[config.mk]
export PLATFORM = sky130hd
export DESIGN_NAME = load_store_unit
export DESIGN_NICKNAME = d
export VERILOG_FILES = /design/src/rtl/lsu_pkg.sv /design/src/rtl/lsu_load_align.sv /design/src/rtl/load_store_unit.sv
export SDC_FILE = /design/constraint.sdc
export NUM_CORES = 1
export LEC_CHECK = 0
export ABC_CLOCK_PERIOD_IN_PS = 2300
export CORE_MARGIN = 1.5
export CORE_UTILIZATION = 35
export CTS_CLUSTER_DIAMETER = 100
export DETAILED_ROUTE_END_ITERATION = 10
export DONT_BUFFER_PORTS = 1
export PLACE_DENSITY = 0.57
export REMOVE_ABC_BUFFERS = 1
export SLEW_MARGIN = 40
export SYNTH_ARGS = -nofsm -noshare
export SYNTH_HDL_FRONTEND = slang
export SYNTH_SLANG_ARGS = --single-unit
[constraint.sdc]
create_clock -name i_clk -period 2.3 [get_ports i_clk]
set_input_delay 0.575 -clock i_clk [delete_from_list [all_inputs] [get_ports i_clk]]
set_output_delay 0.575 -clock i_clk [all_outputs]
set_load 0.01 [all_outputs]
[src/rtl/lsu_pkg.sv]
// Shared types and helpers for the load/store unit: FSM encoding, funct3
// size/sign codes, and lane-mask / legality helpers.
package lsu_pkg;

  typedef enum logic [1:0] {
    ST_IDLE     = 2'd0,
    ST_MEM_REQ  = 2'd1,
    ST_MEM_WAIT = 2'd2,
    ST_RESP     = 2'd3
  } lsu_state_e;

  localparam logic [2:0] F3_B  = 3'b000;
  localparam logic [2:0] F3_H  = 3'b001;
  localparam logic [2:0] F3_W  = 3'b010;
  localparam logic [2:0] F3_D  = 3'b011;
  localparam logic [2:0] F3_BU = 3'b100;
  localparam logic [2:0] F3_HU = 3'b101;
  localparam logic [2:0] F3_WU = 3'b110;

  // Byte-lane mask for an access of 2**size bytes starting at byte offset off.
  function automatic logic [7:0] lsu_mask(input logic [1:0] size, input logic [2:0] off);
    logic [7:0] ones;
    case (size)
      2'd0:    ones = 8'h01;
      2'd1:    ones = 8'h03;
      2'd2:    ones = 8'h0F;
      default: ones = 8'hFF;
    endcase
    return ones << off;
  endfunction

  function automatic logic lsu_f3_illegal(input logic [2:0] f3, input logic wen,
                                          input logic is64);
    return (f3 == 3'b111) ||
           (!is64 && (f3 == F3_D || f3 == F3_WU)) ||
           (wen && f3[2]);
  endfunction

  function automatic logic lsu_misaligned(input logic [2:0] addr_lo, input logic [1:0] size);
    case (size)
      2'd1:    return addr_lo[0];
      2'd2:    return |addr_lo[1:0];
      2'd3:    return |addr_lo[2:0];
      default: return 1'b0;
    endcase
  endfunction

endpackage

[src/rtl/lsu_load_align.sv]
// Combinational load alignment: shifts a memory word down by the byte offset
// and sign/zero-extends it according to funct3.
module lsu_load_align
  import lsu_pkg::*;
#(
  parameter int  DATA_WIDTH = 32,
  localparam int OFF_W      = $clog2(DATA_WIDTH / 8)
) (
  input  logic [DATA_WIDTH-1:0] rdata,
  input  logic [OFF_W-1:0]      off,
  input  logic [2:0]            funct3,
  output logic [DATA_WIDTH-1:0] data
);

  logic [DATA_WIDTH-1:0] shifted;

  // NOTE: every combinational output gets a default first so no path leaves it
  // unassigned, which would otherwise infer a latch.
  always_comb begin
    shifted = rdata >> {off, 3'b000};
    data    = shifted;
    case (funct3)
      F3_B:  data = DATA_WIDTH'($signed(shifted[7:0]));
      F3_H:  data = DATA_WIDTH'($signed(shifted[15:0]));
      // A 32-bit word only needs extending when the datapath is wider than it.
      F3_W:  data = (DATA_WIDTH == 64) ? DATA_WIDTH'($signed(shifted[31:0]))
                                       : DATA_WIDTH'(shifted[31:0]);
      F3_BU: data = DATA_WIDTH'(shifted[7:0]);
      F3_HU: data = DATA_WIDTH'(shifted[15:0]);
      F3_WU: data = DATA_WIDTH'(shifted[31:0]);
      default: data = shifted;
    endcase
  end

endmodule

[src/rtl/load_store_unit.sv]
// Memory-stage load/store unit: one outstanding aligned, byte-masked access on a
// handshaked memory port. Optional macro LSU_TIMEOUT_EN adds a MEM_WAIT timeout trap.
module load_store_unit
  import lsu_pkg::*;
#(
  parameter int DATA_WIDTH     = 32,
  parameter int ADDR_WIDTH     = 32,
  parameter int TIMEOUT_CYCLES = 255
) (
  input  logic                    i_clk,
  input  logic                    i_rst_n,
  input  logic                    i_req_valid,
  output logic                    o_req_ready,
  input  logic                    i_req_wen,
  input  logic [2:0]              i_req_funct3,
  input  logic [ADDR_WIDTH-1:0]   i_req_addr,
  input  logic [DATA_WIDTH-1:0]   i_req_wdata,
  input  logic [4:0]              i_req_rd,
  output logic                    o_rsp_valid,
  input  logic                    i_rsp_ready,
  output logic [DATA_WIDTH-1:0]   o_rsp_rdata,
  output logic [4:0]              o_rsp_rd,
  output logic                    o_rsp_trap,
  output logic                    o_mem_valid,
  input  logic                    i_mem_ready,
  output logic [ADDR_WIDTH-1:0]   o_mem_addr,
  output logic                    o_mem_wen,
  output logic [DATA_WIDTH-1:0]   o_mem_wdata,
  output logic [DATA_WIDTH/8-1:0] o_mem_mask,
  input  logic                    i_mem_rvalid,
  input  logic [DATA_WIDTH-1:0]   i_mem_rdata
);

  localparam int MW    = DATA_WIDTH / 8;
  localparam int OFF_W = $clog2(MW);
  localparam logic [15:0] TMO_LIMIT = 16'(TIMEOUT_CYCLES);

  lsu_state_e state_q, state_d;

  logic                  req_fire;
  logic [OFF_W-1:0]      req_off;
  logic [1:0]            req_size;
  logic                  req_trap;
  logic                  tmo_hit;

  logic [ADDR_WIDTH-1:0] addr_q;
  logic                  wen_q;
  logic [2:0]            funct3_q;
  logic [OFF_W-1:0]      off_q;
  logic [4:0]            rd_q;
  logic [DATA_WIDTH-1:0] wdata_q;
  logic [MW-1:0]         mask_q;
  logic                  trap_q;
  logic [DATA_WIDTH-1:0] rdata_q;
  logic [DATA_WIDTH-1:0] load_data;

  assign req_fire = i_req_valid && (state_q == ST_IDLE);
  assign req_off  = i_req_addr[OFF_W-1:0];
  assign req_size = i_req_funct3[1:0];
  assign req_trap = lsu_f3_illegal(i_req_funct3, i_req_wen, DATA_WIDTH == 64) ||
                    lsu_misaligned(i_req_addr[2:0], req_size);

  // NOTE: sequential state uses non-blocking assignments so every flop samples
  // pre-edge values regardless of statement order.
  always_ff @(posedge i_clk or negedge i_rst_n) begin
    if (!i_rst_n) state_q <= ST_IDLE;
    else          state_q <= state_d;
  end

  always_comb begin
    state_d     = state_q;
    o_req_ready = 1'b0;
    o_mem_valid = 1'b0;
    o_rsp_valid = 1'b0;
    case (state_q)
      ST_IDLE: begin
        o_req_ready = 1'b1;
        if (req_fire) state_d = req_trap ? ST_RESP : ST_MEM_REQ;
      end
      ST_MEM_REQ: begin
        o_mem_valid = 1'b1;
        if (i_mem_ready) state_d = ST_MEM_WAIT;
      end
      // rvalid is only looked at here, so one coinciding with the request
      // handshake or arriving stray in IDLE is ignored.
      ST_MEM_WAIT: if (i_mem_rvalid || tmo_hit) state_d = ST_RESP;
      ST_RESP: begin
        o_rsp_valid = 1'b1;
        if (i_rsp_ready) state_d = ST_IDLE;
      end
      default: state_d = ST_IDLE;
    endcase
  end

  // NOTE: the data registers are reset too, because every output they drive
  // must read zero straight out of reset (these are flops, not a memory array).
  always_ff @(posedge i_clk or negedge i_rst_n) begin
    if (!i_rst_n) begin
      addr_q   <= '0;
      wen_q    <= 1'b0;
      funct3_q <= '0;
      off_q    <= '0;
      rd_q     <= '0;
      wdata_q  <= '0;
      mask_q   <= '0;
      trap_q   <= 1'b0;
      rdata_q  <= '0;
    end else begin
      if (req_fire) begin
        addr_q   <= {i_req_addr[ADDR_WIDTH-1:OFF_W], {OFF_W{1'b0}}};
        wen_q    <= i_req_wen;
        funct3_q <= i_req_funct3;
        off_q    <= req_off;
        rd_q     <= i_req_wen ? 5'd0 : i_req_rd;
        wdata_q  <= i_req_wen ? (i_req_wdata << {req_off, 3'b000}) : '0;
        mask_q   <= MW'(lsu_mask(req_size, 3'(req_off)));
        trap_q   <= req_trap;
        rdata_q  <= '0;
      end
      if (state_q == ST_MEM_WAIT && i_mem_rvalid && !wen_q) rdata_q <= load_data;
      if (tmo_hit) trap_q <= 1'b1;
    end
  end

  lsu_load_align #(.DATA_WIDTH(DATA_WIDTH)) u_load_align (
    .rdata  (i_mem_rdata),
    .off    (off_q),
    .funct3 (funct3_q),
    .data   (load_data)
  );

`ifdef LSU_TIMEOUT_EN
  logic [15:0] tmo_q;

  always_ff @(posedge i_clk or negedge i_rst_n) begin
    if (!i_rst_n)                                  tmo_q <= '0;
    else if (state_q == ST_MEM_REQ && i_mem_ready) tmo_q <= '0;
    else if (state_q == ST_MEM_WAIT)               tmo_q <= tmo_q + 16'd1;
  end

  // Fires on the TIMEOUT_CYCLES-th MEM_WAIT cycle (count runs 0..limit-1).
  assign tmo_hit = (state_q == ST_MEM_WAIT) && !i_mem_rvalid &&
                   (tmo_q == TMO_LIMIT - 16'd1);
`else
  logic unused_tmo_limit;
  assign unused_tmo_limit = ^TMO_LIMIT;
  assign tmo_hit          = 1'b0;
`endif

  assign o_mem_addr  = addr_q;
  assign o_mem_wen   = wen_q;
  assign o_mem_wdata = wdata_q;
  assign o_mem_mask  = mask_q;
  assign o_rsp_rdata = rdata_q;
  assign o_rsp_rd    = rd_q;
  assign o_rsp_trap  = trap_q;

endmodule

==> run metrics, run 1 <==
critical path depth in cells 6; post-route antenna net violation count 0; Hold Violations, Final 112; final count of pins violating max slew 0; first-pass detailed-route iteration total 6; number of global-route vias before repair 4057; CP arrival 2.32 ns; Area contributors post-synth dfrtp_1 (53%), nand2_1 (11%), mux2i_1 (6.9%); adder-cell share of the synthesized area 0.0117; cts repair resizes 0; Root Buffer clkbuf_16; CP max FO 8; Worst Setup End Kind flip-flop; Int Pwr 4.78 mW; I/O pins 221; H-tree Lvls 3; Logic pwr share 0.281; Clock Skews 0.00733 ns; Worst Setup Path Type reg -> reg; Pwr Total 7.75 mW; main combinational cell family by area after synthesis simple AND/OR/NAND/NOR gates; Peak VDD IR 0.000444 V; worst skew pair latency 0.35 ns; max_cap viols 0; Distinct cells, synth 37; CP startpoint kind flip-flop; DRC viols 0; maximum buffer depth of the clock tree 2; Finish-stage setup viols 0; Initial Utilization 0.363; clk slew on worst S/H paths 0.07 ns; global-route wire length before repair 22500 µm; Fmax 0.492 GHz; number of synthesized flops with an enable pin 0; DR vias/cell 5.54; xor and xnor fraction of the mapped netlist area 0; Layout area overhead 8.84%; final period utilization 0.884; power density over cell area 1330 nW/µm²; dpl hpwl 9880 µm; Yosys reg bits 112; Total GRT Usage 0.180; utilization after layout 0.395; DR iter-0 viols 200; actual slew at the worst max-slew pin 0.735 ns; area share of the largest cell type after synthesis 0.525; Avg WL per Cell 20.1 µm; largest area contributor in the netlist dfrtp_1; synthesized cell area 5340 µm²; Die H 126 µm; final worst setup slack 0.267 ns; CP required 2.58 ns; Psw 2.97 mW; largest net degree at the start of global routing 113; setup TNS 0 ns; fin crit period 2.03 ns; most common flop cell mapped by yosys dfrtp_1; status finished with violations; Sw Ratio 0.383; nets 639; Setup Buffers After CTS 0; DP Worst Slack 0.267 ns; warnings from Yosys 0; Buf+Inv Stages, Crit Path 1; initial antenna violation count 0; Hold Path Class in -> async; Seq/Total Area, Yosys 0.525; worst stage delay on the critical path 0.55 ns; hold slack -0.0811 ns; CP top delay family simple AND/OR/NAND/NOR gates; share of cells above drive strength 1 0.0966; CTS Buf Count 9; post-synthesis compound-gate area fraction 0.146; DR vias 3945; Num Clock Sinks 112; Die Wd 126 µm; LEAKAGE 2.77 nW; ANT cells 0; Post-Syn Instances 542; r2r worst-path depth 6; violated checks hold timing; total wire length 14300 µm; port bufs 0; Slowest-stage cell, CP nor2b_1; simple-gate share of the synthesized area 0.183; Slew headroom 0.510; Core ar. 14700 µm²; clock share of power 0.218; fraction of registers with async set/reset 1.00; synthesized area per cell 9.85 µm²; Std-Cell Rows 44; CTS tree done; GRT overflow 0; mux cell area share after synthesis 0.0947; GP Congestion 0.803; worst-path cell chain inv_1, ha_1, nand3b_1, nor3b_2, nor2b_1, a221o_1; Die ar. 16000 µm²; Flop pwr share 0.501; RSZ-0062 raised after global routing false
-- cell families after synthesis --
group / count (synthesis)
and+or+nand+nor: 217
DFF: 112
muxes: 47
buffers and inverters: 49
adders and majority gates: 5
other: 1
AOI/OAI and AO/OA: 111
-- synth_stat cells (all sizes together) (9+ instances only) --
master,n
a21oi,18
nor2b,11
a22o,13
clkbuf,30
dfrtp,112
a221o,15
mux2i,37
o21ai,43
nor2,12
buf,13
nand3,16
nand3b,14
a211o,9
nand2,152
-- cell type report --
type	count	area, µm²
Clock inverter	3	65.1
Sequential cell	112	2800
Tap cell	184	230
Fill cell	1470	8890
Inverter	6	22.5
Clock buffer	13	250
Multi-Input combinational cell	382	2330
Timing Repair Buffer	12	103
-- power by group through the flow --
stage / logic [mW] / registers [mW] / clock network, mW
floorplan: 1.62 / 3.76 / 0
global placement: 2.12 / 3.92 / 0
detailed placement: 2.23 / 3.92 / 0
CTS: 2.22 / 3.90 / 1.74
global route: 2.50 / 4.00 / 1.81
finish: 2.18 / 3.88 / 1.69
-- worst paths after layout --
check	start	endpoint	slack, ns
worst min-delay path	i_rst_n	o_rsp_rdata[21]$_DFFE_PN0P_	-0.08
worst min register to register	funct3_q[0]$_DFFE_PN0P_	funct3_q[0]$_DFFE_PN0P_	0.54
worst max register to register	state_q[0]$_DFFE_PN0P_	o_rsp_rdata[31]$_DFFE_PN0P_	0.27
min in group i_clk	i_req_addr[1]	o_mem_mask[0]$_DFFE_PN0P_	0.32
worst max-delay path	state_q[0]$_DFFE_PN0P_	o_rsp_rdata[31]$_DFFE_PN0P_	0.27
max in group asynchronous	i_rst_n	o_mem_wdata[8]$_DFFE_PN0P_	2.22
-- routing by layer --
metal | share of wire | global-route usage | vias to the layer above
met4 | 0.016 | 0.0622 | 0
met3 | 0.11 | 0.0751 | 14
met1 | 0.41 | 0.221 | 1907
met5 | 0 | 0 | -
met2 | 0.46 | 0.287 | 189
li1 | - | - | 1835
-- cells in the final DEF, fill, tap and decap left out, types with 5 or more instances in the layout --
cell / netlist / final
a211o_1: 9 / 9
a21oi_1: 18 / 18
a221o_1: 6 / 6
a221o_2: 9 / 9
a22o_1: 13 / 13
a32o_1: 8 / 8
buf_4: 2 / 11
clkbuf_16: 0 / 9
dfrtp_1: 112 / 112
ha_1: 5 / 5
inv_1: 6 / 6
mux2_2: 8 / 8
mux2i_1: 37 / 37
nand2_1: 152 / 151
nand3_1: 16 / 16
nand3b_1: 14 / 14
nor2_1: 12 / 12
nor2b_1: 11 / 11
o21ai_0: 43 / 43
-- stage by stage --
step | instances | cell area, µm²
final | 712 | 5810
after global routing | 712 | 5810
after CTS | 712 | 5810
after detailed placement | 696 | 5490
after global placement | 696 | 5490
after floorplan | 500 | 5150
-- flip-flops by register name, summed over array words and instances, names as in the netlist --
register	count
off_q	2
funct3_q	3
o_mem_mask	4
o_mem_wen	1
o_mem_addr	30
o_rsp_rdata	32
o_rsp_trap	1
o_mem_wdata	32
o_rsp_rd	5
state_q	2
Power figures use the tool's default switching activity.
==> run 2: changes to the inputs <==
--- a/config.mk
+++ b/config.mk
@@ -11,8 +11,8 @@
 export CTS_CLUSTER_DIAMETER = 100
 export DETAILED_ROUTE_END_ITERATION = 10
 export DONT_BUFFER_PORTS = 1
+export MAX_ROUTING_LAYER = met4
 export PLACE_DENSITY = 0.57
-export REMOVE_ABC_BUFFERS = 1
 export SLEW_MARGIN = 40
 export SYNTH_ARGS = -nofsm -noshare
 export SYNTH_HDL_FRONTEND = slang
==> run metrics, run 2 (synthesis results as in run 1) <==
max_cap viols 0; utilization after layout 0.395; CP required 2.53 ns; initial antenna violation count 0; DP Worst Slack 0.133 ns; final worst setup slack 0.301 ns; largest net degree at the start of global routing 113; CP startpoint kind flip-flop; Buf+Inv Stages, Crit Path 1; ANT cells 0; GRT busiest layer met2; Root Buffer clkbuf_16; global-route wire length before repair 22500 µm; area of the multi-input gates 2340 µm²; final count of pins violating max slew 0; Core ar. 14700 µm²; Peak VDD IR 0.000687 V; CP arrival 2.23 ns; number of global-route vias before repair 4122; Fmax 0.500 GHz; worst stage delay on the critical path 0.46 ns; GRT overflow 0; non-filler cells, final 710; H-tree Lvls 3; most frequent cells in the layout nand2_1 (151), dfrtp_1 (112), o21ai_0 (43); worst skew pair latency 0.35 ns; Hold Violations, Final 112; post-route antenna net violation count 0; R2R Setup Slk 0.30 ns; Avg WL per Cell 20.0 µm; Worst Setup Path Type reg -> reg; Hold Path Class in -> async; final period utilization 0.869; maximum buffer depth of the clock tree 2; hold slack -0.0837 ns; Worst Setup End Kind flip-flop; actual slew at the worst max-slew pin 0.577 ns; Slew headroom 0.616; fin crit period 2.00 ns; dpl hpwl 10100 µm; port bufs 0; CP top delay family simple AND/OR/NAND/NOR gates; RSZ-0062 raised after global routing false; Slowest-stage cell, CP a221o_2; Die H 126 µm; Fillers 1413; violated checks hold timing; DR vias/cell 5.54; DR vias 3933; GP Congestion 0.869; Setup Buffers After CTS 0; Reg area 2800 µm²; Layout area overhead 8.77%; Die ar. 16000 µm²; DRC viols 0; Std-Cell Rows 44; Finish-stage setup viols 0; I/O pins 221; CP max FO 16; setup TNS 0 ns; CTS tree done; commonest non-fill, non-tap cell in the layout nand2_1; first-pass detailed-route iteration total 6; worst-path cell chain inv_1, ha_1, nand3b_1, and2_1, a221o_2; nets 637; Die Wd 126 µm; power density over cell area 1330 nW/µm²; clk slew on worst S/H paths 0.07 ns; Initial Utilization 0.363; met2 global-route usage 0.307; CTS Buf Count 9; DR iter-0 viols 221; GRT met3 Usage 0.0886; Num Clock Sinks 112; M1 GR Usage 0.205; placed cells 694; share of cells above drive strength 1 0.101; Total GRT Usage 0.186; Clock Skews 0.0112 ns; total wire length 14200 µm; status finished with violations; LEAKAGE 2.76 nW
run 2: metrics by stage:
stage | area, µm² | total power [mW] | hold slack, ns
3_5_place_dp | 5490 | 6.14 | 0.283
6_report | 5800 | 7.70 | -0.0837
5_1_grt | 5800 | 8.25 | -0.108
4_1_cts | 5800 | 7.81 | -0.108
3_3_place_gp | 5490 | 6.02 | 0.283
2_1_floorplan | 5340 | 5.50 | 0.279
run 2: cell type report:
type	count	share of cell area
sequential	112	0.483
multi-input combinational	382	0.403
tap	184	0.0397
clock buffer	9	0.0388
timing repair buffer	10	0.0172
clock inverter	7	0.0149
inverter	6	0.00388
run 2: repair_timing:
| action | CTS | global route |
|---|---|---|
| endpoints found under the setup margin | 0 | 8 |
| endpoints found under the hold margin | 112 | 112 |
| resized for setup | 0 | 1 |
run 2: metal layers:
layer | vias to the layer above | part of all wire
met5 | - | 0
met4 | 0 | 0.0068
met3 | 6 | 0.12
met2 | 175 | 0.49
met1 | 1925 | 0.39
li1 | 1827 | -
run 2: final timing paths:
kind,start,endpoint,cells after the start
worst min register to register,o_rsp_rd[4]$_DFFE_PN0P_,o_rsp_rd[4]$_DFFE_PN0P_,2
worst min-delay path,i_rst_n,o_rsp_rdata[1]$_DFFE_PN0P_,0
min in group i_clk,i_req_addr[1],o_mem_mask[1]$_DFFE_PN0P_,1
max in group asynchronous,i_rst_n,o_mem_wdata[0]$_DFFE_PN0P_,0
worst max-delay path,state_q[0]$_DFFE_PN0P_,o_rsp_rdata[21]$_DFFE_PN0P_,5
worst max register to register,state_q[0]$_DFFE_PN0P_,o_rsp_rdata[21]$_DFFE_PN0P_,5
run 2: report_power, final:
group          internal (mW)  switching, mW
Clock                  0.869          0.765
Sequential              2.81           1.08
Combinational          0.986           1.19
